`config.mk`:
```
export PLATFORM = sky130hd
export DESIGN_NAME = hwpe_stream_fifo_flex_flat
export DESIGN_NICKNAME = d
export VERILOG_FILES = /design/src/rtl/hwpe_stream_fifo_flex_pkg.sv /design/src/rtl/hwpe_stream_fifo_flex_if.sv /design/src/rtl/hwpe_stream_fifo_flex_ctrl.sv /design/src/rtl/hwpe_stream_fifo_flex.sv /design/src/flat_wrapper.sv
export SDC_FILE = /design/constraint.sdc
export NUM_CORES = 1
export LEC_CHECK = 0
export ABC_CLOCK_PERIOD_IN_PS = 6350
export CAP_MARGIN = 30
export CORE_MARGIN = 8
export CORE_UTILIZATION = 42
export CTS_CLUSTER_DIAMETER = 40
export DETAILED_ROUTE_END_ITERATION = 8
export PLACE_DENSITY_LB_ADDON = 0.05
export SKIP_CTS_REPAIR_TIMING = 1
export SYNTH_ARGS = -nofsm -noshare
export SYNTH_HDL_FRONTEND = slang
export SYNTH_SLANG_ARGS = --single-unit
```
`constraint.sdc`:
```
create_clock -name clk_i -period 6.35 [get_ports clk_i]
set_input_delay 0.9525 -clock clk_i [delete_from_list [all_inputs] [get_ports clk_i]]
set_output_delay 0.9525 -clock clk_i [all_outputs]
set_load 0.01 [all_outputs]
```
`src/rtl/hwpe_stream_fifo_flex_pkg.sv`:
```
`default_nettype none
// ============================================================================
// Package : hwpe_stream_fifo_flex_pkg
// Brief   : Types and constants shared by the flexible HWPE-Stream FIFO:
//           mode encodings, the flag bundle and a parameter helper.
// Rev     : 1.0 - initial release
// ============================================================================
package hwpe_stream_fifo_flex_pkg;

   localparam logic HWPE_STREAM_FIFO_MODE_REG  = 1'b0;
   localparam logic HWPE_STREAM_FIFO_MODE_PASS = 1'b1;

   typedef struct packed {
      logic       empty;
      logic       full;
      logic       almost_full;
      logic       almost_empty;
      logic [7:0] occupancy;
   } flags_fifo_flex_t;

   // True when v is a non-zero power of two.
   function automatic logic is_pow2(input int unsigned v);
      return (v != 0) && ((v & (v - 1)) == 0);
   endfunction

endpackage
`default_nettype wire

```
`src/rtl/hwpe_stream_fifo_flex_if.sv`:
```
`default_nettype none
// ============================================================================
// Interface : hwpe_stream_intf_stream
// Brief     : HWPE-Stream valid/ready handshake with data and byte strobes.
//             Upstream holds valid/data/strb stable until ready.
// Rev       : 1.0 - initial release
// ============================================================================
interface hwpe_stream_intf_stream #(
   parameter int unsigned DATA_WIDTH = 32
) ();
   localparam int unsigned STRB_WIDTH = DATA_WIDTH / 8;

   logic                  valid;
   logic                  ready;
   logic [DATA_WIDTH-1:0] data;
   logic [STRB_WIDTH-1:0] strb;

   modport source (output valid, output data, output strb, input  ready);
   modport sink   (input  valid, input  data, input  strb, output ready);
   modport master (output valid, output data, output strb, input  ready);
   modport slave  (input  valid, input  data, input  strb, output ready);
endinterface
`default_nettype wire

```
`src/rtl/hwpe_stream_fifo_flex_ctrl.sv`:
```
`default_nettype none
// ============================================================================
// Module : hwpe_stream_fifo_flex_ctrl
// Brief  : Bookkeeping for the flexible FIFO: read/write pointers, occupancy
//          counter, latched output mode and status flags. Storage and the
//          bypass datapath live in the parent.
// Rev    : 1.0 - initial release
// ============================================================================
module hwpe_stream_fifo_flex_ctrl
   import hwpe_stream_fifo_flex_pkg::*;
#(
   parameter int unsigned FIFO_DEPTH = 8,
   parameter int unsigned AF_LEVEL   = 6,
   parameter int unsigned AE_LEVEL   = 1,
   localparam int unsigned PTR_W     = $clog2(FIFO_DEPTH),
   localparam int unsigned CNT_W     = $clog2(FIFO_DEPTH + 1)
) (
   input  wire logic             clk_i,
   input  wire logic             rst_ni,
   input  wire logic             clear_i,
   input  wire logic             mode_i,
   input  wire logic             push_hs_i,
   input  wire logic             pop_hs_i,
   input  wire logic             bypass_i,
   output logic                  wr_en_o,
   output logic [PTR_W-1:0]      wr_ptr_o,
   output logic [PTR_W-1:0]      rd_ptr_o,
   output logic                  eff_mode_o,
   output flags_fifo_flex_t      flags_o
);

   localparam logic [CNT_W-1:0] DEPTH_C = CNT_W'(FIFO_DEPTH);
   localparam logic [CNT_W-1:0] AF_C    = CNT_W'(AF_LEVEL);
   localparam logic [CNT_W-1:0] AE_C    = CNT_W'(AE_LEVEL);

   logic [PTR_W-1:0] wr_ptr_q, wr_ptr_d;
   logic [PTR_W-1:0] rd_ptr_q, rd_ptr_d;
   logic [CNT_W-1:0] cnt_q, cnt_d;
   logic             mode_q, mode_d;
   logic             rd_en;
   logic             cnt_zero;

   // A bypassed beat never touches storage, so it neither writes nor reads.
   assign wr_en_o  = push_hs_i & ~bypass_i & ~clear_i;
   assign rd_en    = pop_hs_i  & ~bypass_i & ~clear_i;
   assign cnt_zero = (cnt_q == '0);

   // Mode follows the input while empty and is frozen once data is stored.
   assign eff_mode_o = cnt_zero ? mode_i : mode_q;
   assign wr_ptr_o   = wr_ptr_q;
   assign rd_ptr_o   = rd_ptr_q;

   // Next-state for pointers, counter and latched mode; clear flushes all.
   always_comb begin
      wr_ptr_d = wr_ptr_q;
      rd_ptr_d = rd_ptr_q;
      cnt_d    = cnt_q;
      mode_d   = (clear_i || cnt_zero) ? mode_i : mode_q;
      if (clear_i) begin
         wr_ptr_d = '0;
         rd_ptr_d = '0;
         cnt_d    = '0;
      end else begin
         if (wr_en_o) wr_ptr_d = wr_ptr_q + PTR_W'(1);
         if (rd_en)   rd_ptr_d = rd_ptr_q + PTR_W'(1);
         case ({wr_en_o, rd_en})
            2'b10:   cnt_d = cnt_q + CNT_W'(1);
            2'b01:   cnt_d = cnt_q - CNT_W'(1);
            default: cnt_d = cnt_q;
         endcase
      end
   end

   // State registers with asynchronous active-low reset.
   always_ff @(posedge clk_i or negedge rst_ni) begin
      if (!rst_ni) begin
         wr_ptr_q <= '0;
         rd_ptr_q <= '0;
         cnt_q    <= '0;
         mode_q   <= HWPE_STREAM_FIFO_MODE_REG;
      end else begin
         wr_ptr_q <= wr_ptr_d;
         rd_ptr_q <= rd_ptr_d;
         cnt_q    <= cnt_d;
         mode_q   <= mode_d;
      end
   end

   // Flags derive from the registered count only.
   always_comb begin
      flags_o                         = '0;
      flags_o.empty                   = cnt_zero;
      flags_o.full                    = (cnt_q == DEPTH_C);
      flags_o.almost_full             = (cnt_q >= AF_C);
      flags_o.almost_empty            = (cnt_q <= AE_C);
      flags_o.occupancy[CNT_W-1:0]    = cnt_q;
   end

endmodule
`default_nettype wire

```
`src/rtl/hwpe_stream_fifo_flex.sv`:
```
`default_nettype none
// ============================================================================
// Module : hwpe_stream_fifo_flex
// Brief  : Single-clock HWPE-Stream FIFO with run-time selectable
//          fall-through or registered output, occupancy and watermarks.
//          Holds the storage array and the zero-latency bypass path.
// Rev    : 1.0 - initial release
// ============================================================================
module hwpe_stream_fifo_flex
   import hwpe_stream_fifo_flex_pkg::*;
#(
   parameter int unsigned DATA_WIDTH = 32,
   parameter int unsigned FIFO_DEPTH = 8,
   parameter int unsigned AF_LEVEL   = 6,
   parameter int unsigned AE_LEVEL   = 1
) (
   input  wire logic              clk_i,
   input  wire logic              rst_ni,
   input  wire logic              clear_i,
   input  wire logic              mode_i,
   output flags_fifo_flex_t       flags_o,
   hwpe_stream_intf_stream.sink   push_i,
   hwpe_stream_intf_stream.source pop_o
);

   localparam int unsigned STRB_WIDTH = DATA_WIDTH / 8;
   localparam int unsigned PTR_W      = $clog2(FIFO_DEPTH);

   // Reject illegal configurations at elaboration.
   if (!is_pow2(FIFO_DEPTH) || FIFO_DEPTH < 2 || FIFO_DEPTH > 128) begin : g_bad_depth
      $error("hwpe_stream_fifo_flex: FIFO_DEPTH must be a power of 2 in 2..128");
   end
   if (AF_LEVEL < 1 || AF_LEVEL > FIFO_DEPTH) begin : g_bad_af
      $error("hwpe_stream_fifo_flex: AF_LEVEL must be in 1..FIFO_DEPTH");
   end
   if (AE_LEVEL > FIFO_DEPTH - 1) begin : g_bad_ae
      $error("hwpe_stream_fifo_flex: AE_LEVEL must be in 0..FIFO_DEPTH-1");
   end
   if ((DATA_WIDTH % 8) != 0 || DATA_WIDTH == 0) begin : g_bad_width
      $error("hwpe_stream_fifo_flex: DATA_WIDTH must be a non-zero multiple of 8");
   end

   logic [DATA_WIDTH-1:0] data_q [FIFO_DEPTH];
   logic [STRB_WIDTH-1:0] strb_q [FIFO_DEPTH];

   logic             wr_en;
   logic [PTR_W-1:0] wr_ptr;
   logic [PTR_W-1:0] rd_ptr;
   logic             eff_mode;
   logic             pass_empty;
   logic             push_ready;
   logic             pop_valid;
   logic             push_hs;
   logic             pop_hs;
   logic             bypass;

   // Ready looks only at the registered count, never at downstream ready.
   assign push_ready = ~flags_o.full & ~clear_i;

   // Fall-through only while nothing is stored, so ordering is preserved.
   assign pass_empty = (eff_mode == HWPE_STREAM_FIFO_MODE_PASS) & flags_o.empty;
   assign pop_valid  = pass_empty ? (push_i.valid & ~clear_i) : (~flags_o.empty & ~clear_i);

   assign push_hs = push_i.valid & push_ready;
   assign pop_hs  = pop_valid & pop_o.ready;
   assign bypass  = pass_empty & pop_hs;

   assign push_i.ready = push_ready;
   assign pop_o.valid  = pop_valid;
   assign pop_o.data   = pass_empty ? push_i.data : data_q[rd_ptr];
   assign pop_o.strb   = pass_empty ? push_i.strb : strb_q[rd_ptr];

   // Storage array; contents are don't-care until written, so not reset.
   always_ff @(posedge clk_i) begin
      if (wr_en) begin
         data_q[wr_ptr] <= push_i.data;
         strb_q[wr_ptr] <= push_i.strb;
      end
   end

   hwpe_stream_fifo_flex_ctrl #(
      .FIFO_DEPTH (FIFO_DEPTH),
      .AF_LEVEL   (AF_LEVEL),
      .AE_LEVEL   (AE_LEVEL)
   ) i_ctrl (
      .clk_i      (clk_i),
      .rst_ni     (rst_ni),
      .clear_i    (clear_i),
      .mode_i     (mode_i),
      .push_hs_i  (push_hs),
      .pop_hs_i   (pop_hs),
      .bypass_i   (bypass),
      .wr_en_o    (wr_en),
      .wr_ptr_o   (wr_ptr),
      .rd_ptr_o   (rd_ptr),
      .eff_mode_o (eff_mode),
      .flags_o    (flags_o)
   );

endmodule
`default_nettype wire

```
`src/flat_wrapper.sv`:
```
// flat-port wrapper written by rule: the top's interface ports become plain ports
module hwpe_stream_fifo_flex_flat import hwpe_stream_fifo_flex_pkg::*;
#(
   parameter int unsigned DATA_WIDTH = 32,
   parameter int unsigned FIFO_DEPTH = 8,
   parameter int unsigned AF_LEVEL   = 6,
   parameter int unsigned AE_LEVEL   = 1
)
  (clk_i, rst_ni, clear_i, mode_i, flags_o, push_i_valid, push_i_data, push_i_strb, push_i_ready, pop_o_valid, pop_o_data, pop_o_strb, pop_o_ready);
  hwpe_stream_intf_stream #(.DATA_WIDTH(DATA_WIDTH)) push_i_i ();
  hwpe_stream_intf_stream #(.DATA_WIDTH(DATA_WIDTH)) pop_o_i ();
  input  wire logic clk_i;
  input  wire logic rst_ni;
  input  wire logic clear_i;
  input  wire logic mode_i;
  output flags_fifo_flex_t flags_o;
  input wire logic [$bits(push_i_i.valid)-1:0] push_i_valid;
  input wire logic [$bits(push_i_i.data)-1:0] push_i_data;
  input wire logic [$bits(push_i_i.strb)-1:0] push_i_strb;
  output wire logic [$bits(push_i_i.ready)-1:0] push_i_ready;
  output wire logic [$bits(pop_o_i.valid)-1:0] pop_o_valid;
  output wire logic [$bits(pop_o_i.data)-1:0] pop_o_data;
  output wire logic [$bits(pop_o_i.strb)-1:0] pop_o_strb;
  input wire logic [$bits(pop_o_i.ready)-1:0] pop_o_ready;
  assign push_i_i.valid = push_i_valid;
  assign push_i_i.data = push_i_data;
  assign push_i_i.strb = push_i_strb;
  assign push_i_ready = push_i_i.ready;
  assign pop_o_valid = pop_o_i.valid;
  assign pop_o_data = pop_o_i.data;
  assign pop_o_strb = pop_o_i.strb;
  assign pop_o_i.ready = pop_o_ready;
  hwpe_stream_fifo_flex #(.DATA_WIDTH(DATA_WIDTH), .FIFO_DEPTH(FIFO_DEPTH), .AF_LEVEL(AF_LEVEL), .AE_LEVEL(AE_LEVEL)) u_core (.clk_i(clk_i), .rst_ni(rst_ni), .clear_i(clear_i), .mode_i(mode_i), .flags_o(flags_o), .push_i(push_i_i), .pop_o(pop_o_i));
endmodule
```
# Yosys cells after proc, flatten, opt, wreduce, memory -nomap -nowiden
# Memory sizes are Yosys's and may differ from the RTL's.
# Index checks and enable logic that the tools add are counted.
# totals
reg_bits	11
mem_bits_rw	288
inputBits	42
n_memories	2
# memory_table
name	words	width	read_ports	rd_clocked_by_memory_dff	write_ports	line	rtl
u_core.data_q	8	32	1	0	1	hwpe_stream_fifo_flex.sv:43	logic [DATA_WIDTH-1:0] data_q [FIFO_DEPTH];
u_core.strb_q	8	4	1	0	1	hwpe_stream_fifo_flex.sv:44	logic [STRB_WIDTH-1:0] strb_q [FIFO_DEPTH];
# op_classes
add_sub_neg	4
magnitude_cmp	2
eq_ne	3
mux	12
n_bitwise	15
n_reduce_logical	5
# ops
operator	count
32-bit 2-to-1 mux	1
3-bit 2-to-1 mux	4
1-bit AND	11
4-bit 2-to-1 mux	2
4-bit one-hot mux with 2 select lines	1
3-bit by 1-bit adder with 3-bit output (second input constant)	2
4-bit by 1-bit adder with 4-bit output (second input constant)	1
4-bit equality test (second input constant)	1
4-bit by 3-bit greater-or-equal comparator with 1-bit output (second input constant)	1
4-bit by 1-bit less-or-equal comparator with 1-bit output (second input constant)	1
4-bit logical NOT	1
1-bit 2-to-1 mux	4
1-bit inverter	4
2-bit nonzero test	2
4-bit by 1-bit subtractor with 4-bit output (second input constant)	1
3-bit nonzero test	1
2-bit by 1-bit equality test with 1-bit output (second input constant)	1
2-bit equality test (second input constant)	1
1-bit logical OR	1

# Depth between registers and ports, before layout
# depth
word_depth	12
depth_mapped	9
depth_no_buf	8

# Modules after synthesis
# Synthesis repeated with hierarchy kept, for this count alone.
# unflattened
hier_cells	717
hier_area_um2	12378.1
# modules_own_cells
mod	n_inst	cells_per_inst	area_each_um2	seq_area_each_um2
hwpe_stream_fifo_flex	1	638	11638.7	8648.3
hwpe_stream_fifo_flex_ctrl	1	79	739.5	275.3

# Least setup slack after synthesis
# Ideal clock, no wire load.
# synth_path
path_type	input to register
start	in mode_i
end	mem u_core.data_q[0][0] (enable)
setup_time_ps	474
arrival_time_ps	4559
t_required_ps	5876
slack_ps	1317
path_stages	5
path_cell_list	and4bb_1 > clkbuf_1 > a2111oi_2 > nand2b_1 > nor3_1
# synth_between
elab_chain_cells	10
# synth_rtl
element	line	rtl
from (decl)	flat_wrapper.sv:15	input wire logic mode_i;
1-bit 2-to-1 mux *	hwpe_stream_fifo_flex_ctrl.sv:49	assign eff_mode_o = cnt_zero ? mode_i : mode_q;
1-bit AND *	hwpe_stream_fifo_flex.sv:61	assign pass_empty = (eff_mode == HWPE_STREAM_FIFO_MODE_PASS) & flags_o.empty;
1-bit 2-to-1 mux	hwpe_stream_fifo_flex.sv:62	assign pop_valid = pass_empty ? (push_i.valid & ~clear_i) : (~flags_o.empty & ~clear_i);
1-bit AND	hwpe_stream_fifo_flex.sv:65	assign pop_hs = pop_valid & pop_o.ready;
1-bit AND *	hwpe_stream_fifo_flex.sv:66	assign bypass = pass_empty & pop_hs;
1-bit inverter *	hwpe_stream_fifo_flex_ctrl.sv:44	assign wr_en_o = push_hs_i & ~bypass_i & ~clear_i;
1-bit AND * (2 in series)	hwpe_stream_fifo_flex_ctrl.sv:44	
1-bit 2-to-1 mux *	hwpe_stream_fifo_flex.sv:75	if (wr_en) begin
1-bit 2-to-1 mux (implied by the code) *	hwpe_stream_fifo_flex.sv:76	data_q[wr_ptr] <= push_i.data;
to (decl)	hwpe_stream_fifo_flex.sv:43	
# Mark *: on every way between the ends. The rest lies on a longest branch, timed or not.

# Worst setup path in the final report
# layout_path
start	reg u_core.i_ctrl.rd_ptr_q[0], in the netlist u_core.i_ctrl.rd_ptr_o[0]
end	out pop_o_strb[3]
# layout_between
elab_chain_cells	2
# layout_rtl
element	line	rtl
from (decl)	hwpe_stream_fifo_flex_ctrl.sv:37	logic [PTR_W-1:0] rd_ptr_q, rd_ptr_d;
from (signal assigned)	hwpe_stream_fifo_flex_ctrl.sv:83	rd_ptr_q <= rd_ptr_d;
memory 8 x 4 bit	--	
4-bit 2-to-1 mux	hwpe_stream_fifo_flex.sv:71	assign pop_o.strb = pass_empty ? push_i.strb : strb_q[rd_ptr];
to (decl)	flat_wrapper.sv:23	output wire logic [$bits(pop_o_i.strb)-1:0] pop_o_strb;
# No other way between the ends.

==> results.yml <==
worst_setup_path:
  crit_fanout: 29
  cp-end-kind: "output port"
  cp-start-kind: "register"
  cp.arrival_ns: 3.35
  cp.required_ns: 5.40
  crit_type: "reg -> out"
global_route:
  gr-usage-all-layers: 0.1490
  overflow: 0
  grt_pass1_wl_um: 38580
  grt_start_max_net_pins: 74
  antenna_found_initial: 0
  grt_pass1_vias: 6458
placed_design:
  globalplace.congestion: 0.7294
  preCtsSetupSlack_ns: 1.971
  dp_hpwl_um: 14090
  port_buffers: 87
  placed_area_um2: 13230
  dp.cells: 1034
timing:
  drv_slew: 0
  layout_worst_path_cycle_share: 0.6774
  setup_ws_ns: 2.048
  fmax_ghz: 0.2325
  period_minus_slack_ns: 4.302
  finalHoldViolCount: 0
  tns_ns: 0
  fin_skew_ns: 0.01389
  rsz0062_at_grt: "no"
  worst_slew_pin_slew_ns: 0.8752
  setup_violations: 0
  relSlewSlack: 0.4166
power:
  powerDensity_nw_per_um2: 381.9
  leakage_nw: 4.552
  vdd_drop_max_mv: 0.2112
  p_total_mw: 5.579
clock_tree:
  cts_root_buffer: "clkbuf_16"
  clkTransAtPathRegs_ns: 0.05
  clkLatencyLatePin_ns: 0.51
  clkSinkCount: 298
  cts_tree: "yes"
  htree_levels: 2
  clock_path_buffers: 3
  cts-buffers-inserted: 41
final_layout:
  fin_nets: 747
  final_area_um2: 14610
  final_cells: 1106
  syn_to_final_growth_pct: 22.82
  drive_gt1_frac: 0.2280
  diodes: 0
outcome:
  status: "finished, final reports clean"
yosys:
  synthTopCellsByArea: "edfxtp_1 73%, mux4_2 14%, mux2i_1 3.3%, dfrtp_1 2.1%, o21ai_0 1.6%"
  synth_cell_types: 34
  ys_ff_latch: 298
  synth_area_leader_cell: "edfxtp_1"
  synth-main-ff-cell: "edfxtp_1"
  synthesis.area_um2: 11890
  synth_warnings: 0
  synth_edf_count: 288
  synth.yosys.seq_area_share: 0.7482
  netlist_instances: 592
  syn_area_per_cell_um2: 20.09
  yosysTopAreaCellShare: 0.7272
  async_flop_share: 0.03356
routing:
  antenna_left: 0
  drt-pass1-iter-count: 4
  drc_errors: 0
  vias: 5819
  dr.first_iter.drc_count: 385
  wl_per_cell_um: 22.33
  routed_via_density: 5.261
  wl_um: 24700
floorplan:
  std_cell_rows: 61
  coreArea_um2: 27860
  io_pins: 92
  start_util: 0.4269
  die-area_um2: 33960
  die_w_um: 184.3
  dieHeight_um: 184.3
min_path:
  hp-class: "reg -> reg"
job:
  max_cap_viol_count: 0
power breakdown:
part / total (mW) / switching (mW) / internal, mW
registers: 2.28 / 0.0814 / 2.20
logic: 1.03 / 0.465 / 0.560
clock network: 2.27 / 0.829 / 1.44
total: 5.58 / 1.38 / 4.20
area by class of cell:
| type | instances | area [um^2] |
|---|---|---|
| Tap cell | 378 | 473.0 |
| Inverter | 6 | 22.52 |
| Fill cell | 2192 | 13250 |
| Sequential cell | 298 | 8907 |
| Multi-Input combinational cell | 253 | 2853 |
| Clock inverter | 28 | 340.3 |
| Clock buffer | 44 | 1037 |
| Timing Repair Buffer | 99 | 973.4 |
worst paths after layout:
| check | start | depth (start not counted) | slack [ns] | endpoint |
|---|---|---|---|---|
| worst max-delay path | u_core.i_ctrl.rd_ptr_o[0]$_DFFE_PN0P_ | 5 | 2.05 | pop_o_strb[3] |
| worst min-delay path | u_core.i_ctrl.wr_ptr_o[0]$_DFFE_PN0P_ | 2 | 0.58 | u_core.i_ctrl.wr_ptr_o[0]$_DFFE_PN0P_ |
| worst max register to register | u_core.i_ctrl.cnt_q[1]$_DFFE_PN0P_ | 7 | 2.59 | u_core.data_q[4][29]$_DFFE_PP_ |
| worst min register to register | u_core.i_ctrl.wr_ptr_o[0]$_DFFE_PN0P_ | 2 | 0.58 | u_core.i_ctrl.wr_ptr_o[0]$_DFFE_PN0P_ |
| max in group asynchronous | rst_ni | 1 | 5.23 | u_core.i_ctrl.rd_ptr_o[0]$_DFFE_PN0P_ |
| min in group asynchronous | rst_ni | 1 | 0.77 | u_core.i_ctrl.cnt_q[1]$_DFFE_PN0P_ |
layer usage:
layer,part of all wire,GRT usage,routed length [um]
met2,0.50,0.2534,12420
met3,0.039,0.02796,968
met1,0.44,0.1938,10860
met5,0,0,0
met4,0.018,0.04098,453
cells in the final DEF, fill, tap and decap left out, types with 2 or more instances in the layout:
cell type	Yosys	routed
edfxtp_1	288	288
clkdlybuf4s50_1	0	87
mux4_2	72	72
nand2_1	43	43
clkbuf_16	0	41
mux2i_1	39	39
o21ai_0	38	38
buf_4	6	11
nor2_1	13	7
inv_6	0	7
dfrtp_1	10	7
nor2_4	0	6
nand2b_1	6	6
ha_1	6	6
bufinv_16	0	6
inv_1	5	5
a21oi_1	5	5
conb_1	1	4
clkinv_2	0	4
clkinvlp_4	0	4
nor3_1	5	3
xor2_1	3	3
or3_1	3	3
clkbuf_1	20	3
clkinv_1	0	3
clkinv_4	0	3
nor3_2	0	2
nand3_1	2	2
o21ai_1	2	2
a211oi_1	2	2
dfrtp_4	0	2
metrics by stage:
| step | hold slack, ns | util |
|---|---|---|
| floorplan | 0.5483 | - |
| global placement | 0.5765 | 0.4742 |
| detailed placement | 0.5752 | 0.4749 |
| CTS | 0.5831 | 0.5243 |
| global route | 0.5984 | 0.5243 |
| finish | 0.5830 | 0.5243 |
state kept, by name, summed over array words and instances (netlist names):
| register | flops |
|---|---|
| u_core.data_q | 256 |
| u_core.i_ctrl.wr_ptr_o | 3 |
| u_core.i_ctrl.rd_ptr_o | 3 |
| u_core.i_ctrl.cnt_q | 4 |
| u_core.strb_q | 32 |
Yosys cell counts (2+ instances only):
cell type / instances
a21oi_1: 5
xor2_1: 3
nor2_1: 13
buf_1: 3
buf_4: 6
buf_2: 7
nand3_1: 2
a211oi_1: 2
o21ai_0: 38
buf_6: 2
dfrtp_1: 10
nand2b_1: 6
nor3_1: 5
mux2i_1: 39
ha_1: 6
edfxtp_1: 288
nand2_1: 43
o21ai_1: 2
mux4_2: 72
clkbuf_1: 20
or3_1: 3
inv_1: 5
worst max-delay path, cell delays in order, from the launching register on:
cell and delay (ns):
dfrtp_4 0.82, buf_4 0.57, mux4_2 0.60, mux2i_1 0.16, o21ai_0 0.13, clkdlybuf4s50_1 0.54
kinds of logic after synthesis:
| group | Yosys count | synth area share |
|---|---|---|
| xor gates and xnor gates | 3 | 0.002210 |
| muxes | 111 | 0.1692 |
| buffers and inverters | 44 | 0.01778 |
| and+or+nand+nor | 76 | 0.02841 |
| AOI/OAI and AO/OA | 53 | 0.02756 |
| other | 1 | 0.0003153 |
| adders and majority gates | 6 | 0.006312 |
| DFF | 298 | 0.7482 |
Power figures use the tool's default switching activity.
